## src/rtl/test_status_monitor_sat_counter.sv

```systemverilog
// Saturating up-counter with synchronous clear and enable.
// Adds a zero-extended increment each enabled cycle and sticks at all-ones.
module sat_counter #(
    parameter int WIDTH = 32,
    parameter int INC_W = 1
) (
    input  logic             clk_i,
    input  logic             reset_ni,
    input  logic             clear_i,
    input  logic             en_i,
    input  logic [INC_W-1:0] inc_i,
    output logic [WIDTH-1:0] cnt_o
);

    logic [WIDTH-1:0] cnt_q;
    logic [WIDTH-1:0] cnt_d;
    logic [WIDTH:0]   sum;

    always_comb begin
        sum   = {1'b0, cnt_q} + (WIDTH+1)'(inc_i);
        cnt_d = cnt_q;
        if (clear_i) begin
            cnt_d = '0;
        end else if (en_i) begin
            cnt_d = sum[WIDTH] ? {WIDTH{1'b1}} : sum[WIDTH-1:0];
        end
    end

    always_ff @(posedge clk_i) begin
        if (!reset_ni) begin
            cnt_q <= '0;
        end else begin
            cnt_q <= cnt_d;
        end
    end

    assign cnt_o = cnt_q;

endmodule

```

## config.mk

```make
export PLATFORM = sky130hd
export DESIGN_NAME = sat_counter
export DESIGN_NICKNAME = d
export VERILOG_FILES = /design/src/rtl/test_status_monitor_sat_counter.sv
export SDC_FILE = /design/constraint.sdc
export NUM_CORES = 1
export LEC_CHECK = 0
export ABC_CLOCK_PERIOD_IN_PS = 6000
export CAP_MARGIN = 25
export CORE_ASPECT_RATIO = 0.75
export CORE_MARGIN = 2
export CORE_UTILIZATION = 54
export CTS_CLUSTER_DIAMETER = 120
export CTS_CLUSTER_SIZE = 40
export DETAILED_ROUTE_END_ITERATION = 10
export HOLD_SLACK_MARGIN = 0.1
export PLACE_DENSITY = 0.87
export SYNTH_ARGS = -nofsm -noshare
export SYNTH_HDL_FRONTEND = slang
export SYNTH_SLANG_ARGS = --single-unit
export TNS_END_PERCENT = 5
```

## constraint.sdc

```tcl
create_clock -name clk_i -period 6 [get_ports clk_i]
set_clock_uncertainty 0.15 [all_clocks]
set_input_delay 1.5 -clock clk_i [delete_from_list [all_inputs] [get_ports clk_i]]
set_output_delay 1.5 -clock clk_i [all_outputs]
set_load 0.01 [all_outputs]
```

==> impl_metrics.csv, run 1 <==
group,metric,value,unit
cts,cts_made_buffers,5,
grt,grt_usage,0.254,
detailed_routing,wl,4660,um
floorplanning,row_count,17,
cts,clk_pin_slew,70,ps
grt,use_met1,0.361,
place,place_congestion,0.817,
sta,whs,342,ps
power,cellPowerDensity,183,nW/um^2
sta,min_period,3530,ps
yosys,netlist_area,1720,sq um
final_layout,layout_common_cells,"36 x clkdlybuf4s50_1, 32 x dfxtp_1, 16 x nand4_1, 16 x nand2_1",
final_layout,drive_above_1_share,0.0702,
place,pre_cts_slack,2220,ps
yosys,yosys_register_bits,32,
worst_setup_path,end_kind,"register",
worst_setup_path,required,6060,ps
yosys,yosys_warnings,0,
floorplanning,io_pins,37,
cts,h-tree-depth,2,
detailed_routing,drc,0,
grt,top_usage_layer,"met2",
final_layout,largest_register_ffs,32,
power,ir_drop,0.148,mV
worst_setup_path,arrival,3600,ps
yosys,avgSynthCellArea,8.40,sq um
sta,slew_viol_final,0,
grt,grt_antenna_before_repair,0,
worst_setup_path,crit_chain,"clkdlybuf4s50_1, ha_1, nand4_4, nor2_1, buf_4, nand4_2, a31oi_1",
sta,worst_slack,2470,ps
floorplanning,start_util,0.574,
yosys,ys_seq_area_frac,0.372,
yosys,syn-num-nets,212,
grt,grt_pass1_wl,7070,um
detailed_routing,drt_iter0_drc,208,
place,io_buffers,36,
cts,hold_buffers,0,
worst_setup_path,cp_slowest_cell,"clkdlybuf4s50_1",
place,dp_hpwl,3100,um
yosys,async_flop_share,0,
grt,met2_usage,0.365,
yosys,synth_cells,205,
yosys,ys.flop_type,"dfxtp_1",
cts,post_cts_buffers,0,
floorplanning,core,3000,sq um
floorplanning,die_x,69.2,um
grt,grt-ovfl-total,0,
detailed_routing,vias,1778,
worst_setup_path,setup.worst_path.start_class,"primary input",
power,leakage,0.720,nW
grt,grt_util_met3,0.0610,
detailed_routing,dr.pass1.iters,5,
job,maxCapViolations,0,
detailed_routing,postRouteAntennaNets,0,
sta,finalCritPeriodShare,0.589,
sta,fin_tns_setup,0,ps
worst_hold_path,hold_class,"reg -> reg",
detailed_routing,wire_per_inst,16.6,um
cts,cts_tree,"built",
sta,hold_viol,0,
worst_setup_path,cp_max_fo,19,
floorplanning,dieHeight,52.9,um
sta,fmax,0.283,GHz
grt,grt_pass1_vias,1447,
floorplanning,die_area,3660,sq um
cts,clock_path_buffers,2,
yosys,synth.distinct_cells,41,
sta,max-slew-margin-rel,0.373,
sta,setup_viol,0,
worst_setup_path,crit_path_max_incr_delay,490,ps
yosys,yosysTopAreaCellShare,0.372,
final_layout,area_growth_syn_to_layout,28.4,%
yosys,synth_top_area_cell,"dfxtp_1",
cts,cts_sinks,32,
final_layout,insertedDiodeCount,0,
final_layout,fin_nets,248,
cts,post_cts_resized,0,
yosys,synth-edff-count,0,
cts,root_buffer,"clkbuf_8",
detailed_routing,viasPerCell,6.35,
yosys,yosys-top-cells-area,"dfxtp_1 37%, nand4_1 5.8%, xnor2_1 4.6%, a21oi_1 4.1%, nand3_1 4.1%",
outcome,status,"finished, final reports clean",
grt,grt_max_degree,30,
sta,rsz0062_at_grt,"no",
final_layout,layout_commonest_cell,"clkdlybuf4s50_1",
power,power.total,0.404,mW
sta,worst_pin_slew,937,ps
cts,insertion_delay,290,ps
worst_setup_path,crit_type,"in -> reg",
metal layers:
metal  share of wire  vias up  routed length, um
li1                -      846                  -
met1            0.46      827               2130
met2            0.44       95               2060
met3           0.085       10                395
met4           0.016        0                 76
met5               0        -                  0
where the power goes:
group / switching [mW] / leakage, nW / total, mW / internal [mW]
Clock: 0.0828 / 0.0455 / 0.176 / 0.0936
Combinational: 0.00764 / 0.417 / 0.0141 / 0.00650
Sequential: 0.000340 / 0.258 / 0.213 / 0.213
area by class of cell:
| class | instances | area [sq um] |
|---|---|---|
| fill | 232 | 788 |
| sequential | 32 | 641 |
| clock buffer | 8 | 90.1 |
| timing repair buffer | 38 | 395 |
| tap | 38 | 47.5 |
| inverter | 9 | 33.8 |
| multi-input combinational | 155 | 1000 |
Yosys cell counts, types with 4 or more instances:
cell type and instances:
dfxtp_1 32, nand2_1 16, nand4_1 16, a21oi_1 14
nand3_1 14, nor2_1 13, a31oi_1 9, inv_1 9
xnor2_1 9, clkbuf_1 6, nor3_1 6, a31o_2 4
and3_1 4, nand2b_1 4, or3_1 4
kinds of logic (layout without fill, tap and decap cells):
logic type,count (synthesis),count (layout),synth area share
adder cells (fa/ha/maj),2,2,0.0145
AND/OR/NAND/NOR,94,94,0.323
flip-flops,32,32,0.372
multiplexers,2,2,0.0116
AO/OA/AOI/OAI,46,46,0.178
buffers and inverters,18,55,0.0451
XOR/XNOR,11,11,0.0560
final timing paths:
kind | end | startpoint | slack (ps) | cells after the start
worst max register to register | cnt_o[6] | cnt_o[7] | 3310 | 4
worst min-delay path | cnt_o[31] | cnt_o[31] | 340 | 2
worst min register to register | cnt_o[31] | cnt_o[31] | 340 | 2
worst max-delay path | cnt_o[6] | inc_i | 2470 | 7
worst max-delay path, delay by kind of cell:
| kind | cells | cell delay (ps) |
|---|---|---|
| AND/OR/NAND/NOR | 3 | 770 |
| buffers and inverters | 2 | 720 |
| AO/OA/AOI/OAI | 1 | 340 |
| adder cells (fa/ha/maj) | 1 | 250 |
per-stage QoR:
stage | util | cells | instance area, sq um
6_report | 0.737 | 280 | 2210
5_1_grt | 0.737 | 280 | 2210
4_1_cts | 0.728 | 279 | 2180
3_5_place_dp | 0.698 | 271 | 2090
3_3_place_gp | 0.698 | 271 | 2090
2_1_floorplan | - | 205 | 1720
Power figures use the tool's default switching activity.
==> run 2: changes to the inputs <==
- ABC_CLOCK_PERIOD_IN_PS: 6000 -> 3400
- CORE_UTILIZATION: 54 -> 50
- PLACE_DENSITY: 0.87 -> 0.82
- clock period: 6 -> 3.4 ns (I/O delays scaled with it)
==> impl_metrics.csv, run 2 (synthesis results as in run 1) <==
group,metric,value,unit
outcome,status,"finished, final reports clean",
worst_setup_path,cp_max_fo,10,
cts,h-tree-depth,2,
worst_setup_path,startpoint,"inc_i",
final_layout,largest_register_ffs,32,
sta,max-slew-margin-rel,0.572,
sta,min_period,2760,ps
final_layout,fin_nets,252,
worst_hold_path,hold_class,"reg -> reg",
floorplanning,core,3290,sq um
detailed_routing,wire_per_inst,14.9,um
floorplanning,die_area,3930,sq um
floorplanning,die_x,71.8,um
final_layout,layout_commonest_cell,"clkdlybuf4s50_1",
grt,grt_antenna_before_repair,0,
power,cellPowerDensity,356,nW/um^2
worst_setup_path,setup.worst_path.start_class,"primary input",
cts,hold_buffers,0,
detailed_routing,wl,4260,um
detailed_routing,viasPerCell,6.00,
sta,setup_viol,0,
grt,grt_max_degree,29,
sta,slew_viol_final,0,
sta,fin_tns_setup,0,ps
place,io_buffers,36,
cts,clock_path_buffers,2,
sta,worst_pin_slew,640,ps
cts,cts_sinks,32,
detailed_routing,postRouteAntennaNets,0,
sta,finalCritPeriodShare,0.811,
sta,whs,344,ps
final_layout,insertedDiodeCount,0,
power,ir_drop,0.266,mV
cts,cts_tree,"built",
cts,post_cts_resized,0,
grt,grt_pass1_vias,1425,
job,maxCapViolations,0,
sta,fmax,0.363,GHz
place,dp_hpwl,2900,um
detailed_routing,dr.pass1.iters,4,
final_layout,fillers,289,
worst_setup_path,arrival,2830,ps
cts,root_buffer,"clkbuf_8",
floorplanning,dieHeight,54.8,um
final_layout,drive_above_1_share,0.0935,
worst_setup_path,end_kind,"register",
place,place_congestion,0.778,
worst_setup_path,reg2reg_slack,1080,ps
cts,post_cts_buffers,0,
floorplanning,io_pins,37,
worst_setup_path,required,3470,ps
floorplanning,start_util,0.524,
final_layout,area_growth_syn_to_layout,31.3,%
power,leakage,0.752,nW
detailed_routing,drc,0,
grt,grt_usage,0.224,
grt,grt-ovfl-total,0,
cts,cts_made_buffers,5,
grt,grt_pass1_wl,6690,um
final_layout,layout_common_cells,"36 x clkdlybuf4s50_1, 32 x dfxtp_1, 16 x nand4_1, 16 x nand2_1",
detailed_routing,vias,1717,
worst_setup_path,timing.rr.start,"cnt_o[10]",
sta,rsz0062_at_grt,"no",
cts,clk_pin_slew,70,ps
floorplanning,row_count,18,
detailed_routing,drt_iter0_drc,138,
final_layout,fin_util,0.687,
worst_hold_path,hp-start,"cnt_o[31]",
worst_setup_path,crit_type,"in -> reg",
sta,hold_viol,0,
cts,insertion_delay,290,ps
run 2: changes by cell type in the layout (fill, tap and decap cells not counted), sizes merged:
cell    before  now
bufinv       0    1
clkbuf       8    7
buf          2    6
run 2: cell type report:
type	count	area (sq um)	area share
clock buffers	7	96.3	0.0426
clock inverters	1	30.0	0.0133
inverters	9	33.8	0.0150
multi-input cells	155	1000	0.444
flip-flops and latches	32	641	0.283
well taps	40	50.0	0.0221
repair buffers	42	405	0.179
run 2: routing by layer:
metal | wire, um | GRT usage | share of wire | vias to the layer above
li1 | - | - | - | 849
met1 | 2130 | 0.311 | 0.50 | 808
met2 | 1850 | 0.340 | 0.43 | 51
met3 | 210 | 0.0552 | 0.049 | 9
met4 | 65 | 0.0818 | 0.015 | 0
met5 | 0 | 0 | 0 | -
run 2: final timing paths:
check | to | depth (start not counted)
worst max-delay path | cnt_o[18] | 6
worst min-delay path | cnt_o[31] | 2
worst max register to register | cnt_o[5] | 4
worst min register to register | cnt_o[31] | 2
run 2: per-stage QoR:
stage          setup slack [ps]  total power [mW]  cells  instance area [sq um]
2_1_floorplan               958             0.396    205                   1720
3_3_place_gp                397             0.407    278                   2130
3_5_place_dp                322             0.407    278                   2130
4_1_cts                     635             0.804    286                   2260
5_1_grt                     501             0.824    286                   2260
6_report                    643             0.804    286                   2260
run 2: worst max-delay path: stages:
cell	delay, ps
clkdlybuf4s50_1	490
ha_1	240
nand4_4	170
or2_1	370
or4_1	530
a31oi_1	160
run 2: power breakdown:
group          switching, mW  total (mW)  internal, mW
registers           0.000631       0.376         0.375
clock network          0.146       0.405         0.259
logic                 0.0133      0.0230       0.00972
total                  0.160       0.804         0.643
